[src/rtl/ac_motor_pkg.sv]
// rtl/ac_motor_pkg.sv - shared defaults and leg state encoding for the three-phase PWM gate driver
package ac_motor_pkg;

    localparam int WIDTH_DEFAULT    = 12;
    localparam int DEADTIME_DEFAULT = 25;
    localparam int DT_BITS_DEFAULT  = 8;
    localparam int NUM_PHASES       = 3;

    // One inverter leg: idle, high side on, low side on, or both off while dead time runs
    typedef enum logic [1:0] {
        LEG_OFF = 2'd0,
        LEG_HI  = 2'd1,
        LEG_LO  = 2'd2,
        LEG_DT  = 2'd3
    } leg_state_e;

endpackage

[src/rtl/ac_motor_pwm_leg.sv]
// rtl/ac_motor_pwm_leg.sv - one inverter leg: state machine, dead-time counter and registered gate pair
module ac_motor_pwm_leg
    import ac_motor_pkg::*;
#(
    parameter int DEADTIME = DEADTIME_DEFAULT,
    parameter int DT_BITS  = DT_BITS_DEFAULT
) (
    input  logic clk,
    input  logic reset_n,
    input  logic override,
    input  logic demand,
    output logic gate_hi,
    output logic gate_lo
);

    localparam logic [DT_BITS-1:0] DT_LAST = DT_BITS'(DEADTIME - 1);

    leg_state_e         state_q, state_d;
    logic [DT_BITS-1:0] cnt_q, cnt_d;
    logic               gate_hi_q, gate_hi_d;
    logic               gate_lo_q, gate_lo_d;

    // Next state and gate decode; an override drops both gates on the same edge it forces OFF
    always_comb begin
        state_d   = state_q;
        cnt_d     = cnt_q;
        gate_hi_d = 1'b0;
        gate_lo_d = 1'b0;
        if (override) begin
            state_d = LEG_OFF;
            cnt_d   = '0;
        end else begin
            gate_hi_d = (state_q == LEG_HI);
            gate_lo_d = (state_q == LEG_LO);
            case (state_q)
                LEG_OFF: begin
                    state_d = LEG_DT;
                    cnt_d   = '0;
                end
                LEG_HI: begin
                    if (!demand) begin
                        state_d = LEG_DT;
                        cnt_d   = '0;
                    end
                end
                LEG_LO: begin
                    if (demand) begin
                        state_d = LEG_DT;
                        cnt_d   = '0;
                    end
                end
                LEG_DT: begin
                    // Dead time always runs to completion; the side chosen is whatever demand says at the end
                    if (cnt_q == DT_LAST) begin
                        state_d = demand ? LEG_HI : LEG_LO;
                        cnt_d   = '0;
                    end else begin
                        cnt_d = cnt_q + 1'b1;
                    end
                end
                default: begin
                    state_d = LEG_OFF;
                    cnt_d   = '0;
                end
            endcase
        end
    end

    // State, counter and gate registers; reset clears gates without waiting for a clock
    always_ff @(posedge clk or negedge reset_n) begin
        if (!reset_n) begin
            state_q   <= LEG_OFF;
            cnt_q     <= '0;
            gate_hi_q <= 1'b0;
            gate_lo_q <= 1'b0;
        end else begin
            state_q   <= state_d;
            cnt_q     <= cnt_d;
            gate_hi_q <= gate_hi_d;
            gate_lo_q <= gate_lo_d;
        end
    end

    assign gate_hi = gate_hi_q;
    assign gate_lo = gate_lo_q;

endmodule

[src/rtl/ac_motor_pwm_gate.sv]
// rtl/ac_motor_pwm_gate.sv - three-phase sine-triangle comparator with dead time; AC_MOTOR_PWM_SHADOW_EN enables valley-loaded shadow references
module ac_motor_pwm_gate
    import ac_motor_pkg::*;
#(
    parameter int WIDTH    = WIDTH_DEFAULT,
    parameter int DEADTIME = DEADTIME_DEFAULT,
    parameter int DT_BITS  = DT_BITS_DEFAULT
) (
    input  logic                    clk,
    input  logic                    reset_n,
    input  logic                    enable,
    input  logic                    fault,
    input  logic signed [WIDTH-1:0] triangle,
    input  logic                    tri_valley,
    input  logic signed [WIDTH-1:0] sine1,
    input  logic signed [WIDTH-1:0] sine2,
    input  logic signed [WIDTH-1:0] sine3,
    output logic [NUM_PHASES-1:0]   gate_hi,
    output logic [NUM_PHASES-1:0]   gate_lo,
    output logic                    fault_latched
);

    logic signed [WIDTH-1:0] sine_in [NUM_PHASES];
    logic signed [WIDTH-1:0] ref_val [NUM_PHASES];
    logic [NUM_PHASES-1:0]   demand_d, demand_q;
    logic                    fault_latched_d, fault_latched_q;
    logic                    override;

    assign sine_in[0] = sine1;
    assign sine_in[1] = sine2;
    assign sine_in[2] = sine3;

`ifdef AC_MOTOR_PWM_SHADOW_EN
    logic signed [WIDTH-1:0] ref_d [NUM_PHASES];
    logic signed [WIDTH-1:0] ref_q [NUM_PHASES];

    // References change only at the carrier valley so each period compares against one value
    always_comb begin
        ref_d = ref_q;
        if (tri_valley) begin
            ref_d = sine_in;
        end
    end

    // Shadow reference registers
    always_ff @(posedge clk or negedge reset_n) begin
        if (!reset_n) begin
            ref_q <= '{default: '0};
        end else begin
            ref_q <= ref_d;
        end
    end

    assign ref_val = ref_q;
`else
    logic valley_unused;
    assign valley_unused = tri_valley;
    assign ref_val       = sine_in;
`endif

    // Signed compare; a tie selects the low side
    always_comb begin
        demand_d = '0;
        for (int i = 0; i < NUM_PHASES; i++) begin
            demand_d[i] = (ref_val[i] > triangle);
        end
    end

    // Sticky fault flag: set by fault, cleared only by enable low while fault is low
    always_comb begin
        fault_latched_d = fault_latched_q;
        if (fault) begin
            fault_latched_d = 1'b1;
        end else if (!enable) begin
            fault_latched_d = 1'b0;
        end
    end

    assign override = fault | fault_latched_q | ~enable;

    // Demand and fault flag registers
    always_ff @(posedge clk or negedge reset_n) begin
        if (!reset_n) begin
            demand_q        <= '0;
            fault_latched_q <= 1'b0;
        end else begin
            demand_q        <= demand_d;
            fault_latched_q <= fault_latched_d;
        end
    end

    assign fault_latched = fault_latched_q;

    for (genvar g = 0; g < NUM_PHASES; g++) begin : g_leg
        ac_motor_pwm_leg #(
            .DEADTIME (DEADTIME),
            .DT_BITS  (DT_BITS)
        ) u_leg (
            .clk      (clk),
            .reset_n  (reset_n),
            .override (override),
            .demand   (demand_q[g]),
            .gate_hi  (gate_hi[g]),
            .gate_lo  (gate_lo[g])
        );
    end

endmodule

[config.mk]
export PLATFORM = sky130hd
export DESIGN_NAME = ac_motor_pwm_gate
export DESIGN_NICKNAME = d
export VERILOG_FILES = /design/src/rtl/ac_motor_pkg.sv /design/src/rtl/ac_motor_pwm_leg.sv /design/src/rtl/ac_motor_pwm_gate.sv
export SDC_FILE = /design/constraint.sdc
export NUM_CORES = 1
export LEC_CHECK = 0
export CAP_MARGIN = 25
export CORE_UTILIZATION = 50
export CTS_CLUSTER_DIAMETER = 120
export DETAILED_ROUTE_END_ITERATION = 10
export PLACE_DENSITY_LB_ADDON = 0.3
export SLEW_MARGIN = 20
export SYNTH_ARGS = -nofsm -noshare
export SYNTH_HDL_FRONTEND = slang
export SYNTH_SLANG_ARGS = --single-unit
export TNS_END_PERCENT = 10
[constraint.sdc]
create_clock -name clk -period 2.19 [get_ports clk]
set_input_delay 0.3285 -clock clk [delete_from_list [all_inputs] [get_ports clk]]
set_output_delay 0.3285 -clock clk [all_outputs]
set_load 0.1 [all_outputs]
# Word level (Yosys, flattened, before mapping)
# Index checks and enable logic that the tools add are counted.
# Widths: inputs -> output; s select.
# totals
register_bits	40
latch_bits	0
ramBits	0
romBits	0
in_bits	53
output_inout_bits	7
word_cells	95
n_memories	0
# op_classes
n_addsub	3
n_mul	0
div_mod_pow	0
order_cmp	3
eq_ne	22
shift	0
mux	41
bitwise_logic	3
reduce_logical	9
# op_table
cell	count
$mux 8	12
$pmux 8 s4	3
$gt 12x12->1	3
$mux 2	15
$add 8x1->8 const B	3
$eq 8x5->1 const B	3
$pmux 2 s4	3
$eq 2x2->1 const B	6
$ne 3x2->1 const B	4
$ne 3x3->1 const B	4
$reduce_and 3->1	3
$mux 1	8
$eq 2x1->1 const B	3
$logic_not 2->1	3
$reduce_and 2->1	3
$ne 3x1->1 const B	1
$ne 2x1->1 const B	1
$or 1x1->1	2
$not 1->1	1

# Depth between registers and ports, before layout
# depth
word_depth	4
depth_mapped	8

# Modules after synthesis
# From an unflattened synthesis, not the netlist that was laid out.
# unflattened
cells_unflattened	296
area_unflattened_um2	2844.0
# modules_own_cells
mod	instances	cells_each	area_each_um2
ac_motor_pwm_leg	3	62	618.1
ac_motor_pwm_gate	1	110	989.7

# Worst setup path before layout
# OpenSTA, ideal clock, no wires.
# synth_timing
kind	flip-flop to flip-flop
start	reg fault_latched_q (netlist: fault_latched)
end	reg g_leg[0].u_leg.cnt_q[3]
setup_time_ps	126
arrival_ps	1980
t_required_ps	2064
setup_slack_ps	84
path_stages_with_launch	7
n_path_buf	1
synth_period_minus_slack_ps	2106
path_cell_list	dfrtp_1 or3b_2 clkbuf_1 a21oi_2 nor3_1 a21oi_1 o21ai_0
# synth_via
elab_chain_cells	4
# synth_lines
item	line_no	rtl
start, declared	ac_motor_pwm_gate.sv:26	logic fault_latched_d, fault_latched_q;
start signal, assigned	ac_motor_pwm_gate.sv:88	fault_latched_q <= fault_latched_d;
$or 1x1->1 (*) (2 in series)	ac_motor_pwm_gate.sv:79	assign override = fault | fault_latched_q | ~enable;
$ne 3x2->1 (no source line)	--	
$reduce_and 2->1 (no source line)	--	
end signal, assigned	ac_motor_pwm_leg.sv:78	cnt_q <= cnt_d;
end, declared	ac_motor_pwm_leg.sv:19	logic [DT_BITS-1:0] cnt_q, cnt_d;
# Every way passes the cells marked *; elsewhere a longest branch is shown, timed or not.
# A chain may end at the register's enable or synchronous reset.

# Worst setup path after layout
# layout_timing
start	in triangle[1]
end	reg demand_q[2]
# layout_via
elab_chain_cells	1
# layout_lines
item	line_no	rtl
start, declared	ac_motor_pwm_gate.sv:13	input logic signed [WIDTH-1:0] triangle,
$gt 12x12->1	ac_motor_pwm_gate.sv:65	demand_d[i] = (ref_val[i] > triangle);
via demand_d[2]	ac_motor_pwm_gate.sv:25	logic [NUM_PHASES-1:0] demand_d, demand_q;
end signal, assigned	ac_motor_pwm_gate.sv:87	demand_q <= demand_d;
end, declared	ac_motor_pwm_gate.sv:25	
# The timed path passes the listed nets, and every way through them passes these cells.

==> results.json <==
{
  "status": "finished clean",
  "crit_chain": "clkdlybuf4s50_1 -> inv_1 -> ha_1 -> nor2b_1 -> o211ai_1 -> a211oi_1 -> a2111oi_1 -> buf_4 -> mux2i_1",
  "max_freq_mhz": 476.5,
  "criticalPathCategory": "input port to register",
  "antenna_found_initial": 0,
  "cts-buffers-inserted": 5,
  "rsz0062_at_grt": "true",
  "dp_hpwl_um": 4915,
  "cts_tree": "yes",
  "fin_skew_ps": 9.617,
  "regArea_um2": 1001,
  "vias": 2477,
  "dieArea_um2": 5988,
  "dr.first_iter.drc_count": 173,
  "synth_seq_cells": 40,
  "cp_slowest_cell": "clkdlybuf4s50_1",
  "drtPass1Iterations": 4,
  "cts.htree.levels": 2,
  "yosysSeqAreaShare": 0.3523,
  "cp_max_fo": 3,
  "fin_total_pwr_mw": 1.608,
  "die_h_um": 77.39,
  "finalWirelength_um": 6087,
  "synthesis.nets": 399,
  "grt_first_pass_wirelength_um": 10510,
  "fin_area_um2": 3650,
  "syn2layout_area_growth_pct": 28.45,
  "clk_latency_ps": 290,
  "core_um2": 5507,
  "synthCells": 304,
  "setup_violations": 0,
  "die_x_um": 77.39,
  "netlist_area_um2": 2841,
  "synth.avg_cell_area_um2": 9.347,
  "ys_async_sr_fraction": 1.000,
  "max-cap-violations": 0,
  "drive_above_1_share": 0.1064,
  "fin_cells": 448,
  "critPathRequiredTime_ps": 2400,
  "final_hold_viol_count": 0,
  "critPathArrivalTime_ps": 2310,
  "power_per_cell_area_nw_per_um2": 440.7,
  "dp_cells": 438,
  "drtAntennaViolNets": 0,
  "endpoint_kind": "register",
  "placedInstanceArea_um2": 3522,
  "multi_input_area_um2": 1693,
  "routed_via_density": 5.529,
  "nFillCells": 440,
  "grt_usage": 0.2175,
  "path_clk_slew_ps": 70,
  "antenna_cells": 0,
  "drv_slew": 0,
  "hold_buffers": 0,
  "grt_pass1_vias": 2469,
  "period_share": 0.9584,
  "cts.sinks": 40,
  "synth_edf_count": 0,
  "fin_nets": 470,
  "io_buffers": 58,
  "wl_per_cell_um": 13.59,
  "grt_start_max_net_pins": 41,
  "reg2reg_depth": 8,
  "grt_overflow_total": 0,
  "gp_congestion": 0.8503,
  "cts-root-buf": "clkbuf_8",
  "pin_count": 60,
  "fin_util": 0.6628,
  "irDropWorstVdd_uv": 295.9,
  "slowest_delay_ps": 450,
  "hold_path_class": "input port to async pin",
  "route.detailed.drc": 0,
  "initial_core_util": 0.5160,
  "rows": 27,
  "worstMarginPinSlew_ps": 850.4,
  "ys_warn_count": 0,
  "relSlewSlack": 0.4331,
  "cts_buffer_depth": 2,
  "p_leak_nw": 1.680,
  "layout_min_cycle_time_ps": 2099,
  "critPathLaunchType": "input port",
  "yosysUniqueCellTypes": 46,
  "ys.flop_type": "dfrtp_1"
}
report_power, final:
part	switching [mW]	internal, mW
Combinational	0.149	0.184
Clock	0.251	0.251
Sequential	0.0207	0.753
Total	0.420	1.19
cells by family (layout without fill, tap and decap cells):
family          after synthesis  after routing  share of synthesized area
buf+inv                      33            105                    0.05460
fa+ha+maj                    42             42                     0.1849
mux                           4              4                    0.01409
xor+xnor                     10             10                    0.03083
simple gates                112            112                     0.2175
flops                        40             40                     0.3523
compound gates               63             63                     0.1458
final timing paths:
check | start | endpoint | slack (ps)
max | triangle[1] | demand_q[2] | 90
min | reset_n | g_leg[1].u_leg.cnt_q[7] | 140
max reg2reg | g_leg[0].u_leg.cnt_q[0] | g_leg[0].u_leg.cnt_q[7] | 190
min reg2reg | g_leg[1].u_leg.state_q[1] | g_leg[1].u_leg.gate_hi | 510
max in group asynchronous | reset_n | g_leg[0].u_leg.cnt_q[6] | 1510
min in group clk | g_leg[1].u_leg.state_q[1] | g_leg[1].u_leg.gate_hi | 510
worst max-delay path: cells and delay by family:
family | cells | cell delay, ps
and+or+nand+nor | 1 | 150
buffers and inverters | 3 | 700
adders and majority gates | 1 | 320
muxes | 1 | 160
AOI/OAI and AO/OA | 3 | 650
area by class of cell:
cell class,count,area share
inverters,24,0.02468
clock buffers,6,0.02263
multi-input cells,231,0.4638
well taps,72,0.02468
repair buffers,73,0.1872
flip-flops and latches,40,0.2743
clock inverters,2,0.002743
synthesized netlist by cell type, types with 2 or more instances:
master     count  area share
and3_1         4      0.0088
nor2_1        17       0.022
o22ai_1        2      0.0044
xnor2_1        3      0.0092
o31ai_1        6       0.016
nand2_1       25       0.033
xor2_1         7       0.022
and2_1         2      0.0044
ha_1          42        0.18
nand2b_1       2      0.0044
nor3_1         8       0.014
inv_1         24       0.032
nor3b_1        4       0.011
or3b_2         2      0.0062
a211oi_1       3      0.0079
a21oi_1       14       0.025
nand4_1       18       0.040
o211ai_1       4       0.011
and3b_1        3      0.0092
buf_4          6       0.016
a21o_1         6       0.016
o21ai_0       14       0.025
o21ai_1        5      0.0088
a2111oi_0      3      0.0092
nand3_1       12       0.021
mux2i_1        4       0.014
nor2b_1        6       0.013
dfrtp_1       40        0.35
layer usage:
layer / vias to the layer above / GRT usage / share of wire
met4: 0 / 0.07170 / 0.018
met5: - / 0 / 0
li1: 1246 / - / -
met3: 12 / 0.04824 / 0.043
met1: 1147 / 0.2412 / 0.43
met2: 72 / 0.4062 / 0.50
through the flow:
step | setup TNS [ps] | setup slack [ps] | hold slack, ps
6_report | 0 | 91.16 | 143.5
5_1_grt | -41.34 | -41.34 | 222.2
3_3_place_gp | -415.1 | -156.0 | 488.0
2_1_floorplan | 0 | 84.13 | 32.91
3_5_place_dp | -575.0 | -249.9 | 488.0
4_1_cts | 0 | 39.63 | 169.3
layout by cell type, fill, tap and decap left out, drive strengths merged, types with 4 or more instances in the layout:
| cell type | Yosys | layout |
|---|---|---|
| nand3 | 12 | 12 |
| and3 | 4 | 4 |
| clkdlybuf4s50 | 0 | 50 |
| inv | 24 | 24 |
| a21o | 6 | 6 |
| o21ai | 19 | 19 |
| nand4 | 18 | 18 |
| a21oi | 15 | 15 |
| nor3 | 8 | 8 |
| ha | 42 | 42 |
| clkbuf | 1 | 6 |
| nor2b | 6 | 6 |
| dfrtp | 40 | 40 |
| nor3b | 5 | 5 |
| xor2 | 7 | 7 |
| buf | 8 | 23 |
| nand2 | 25 | 25 |
| o211ai | 4 | 4 |
| o31ai | 6 | 6 |
| nor2 | 18 | 18 |
| mux2i | 4 | 4 |
registers in the layout, indices dropped and copies added, names as in the netlist:
name / count
demand_q: 3
g_leg.u_leg.gate_hi: 3
g_leg.u_leg.cnt_q: 24
g_leg.u_leg.state_q: 6
fault_latched: 1
g_leg.u_leg.gate_lo: 3
repair_timing:
| action | 4_1_cts | 5_1_grt |
|---|---|---|
| resized for setup | 0 | 3 |
| setup buffers | 0 | 2 |
| endpoints found under the setup margin | 0 | 7 |
Power figures use the tool's default switching activity.
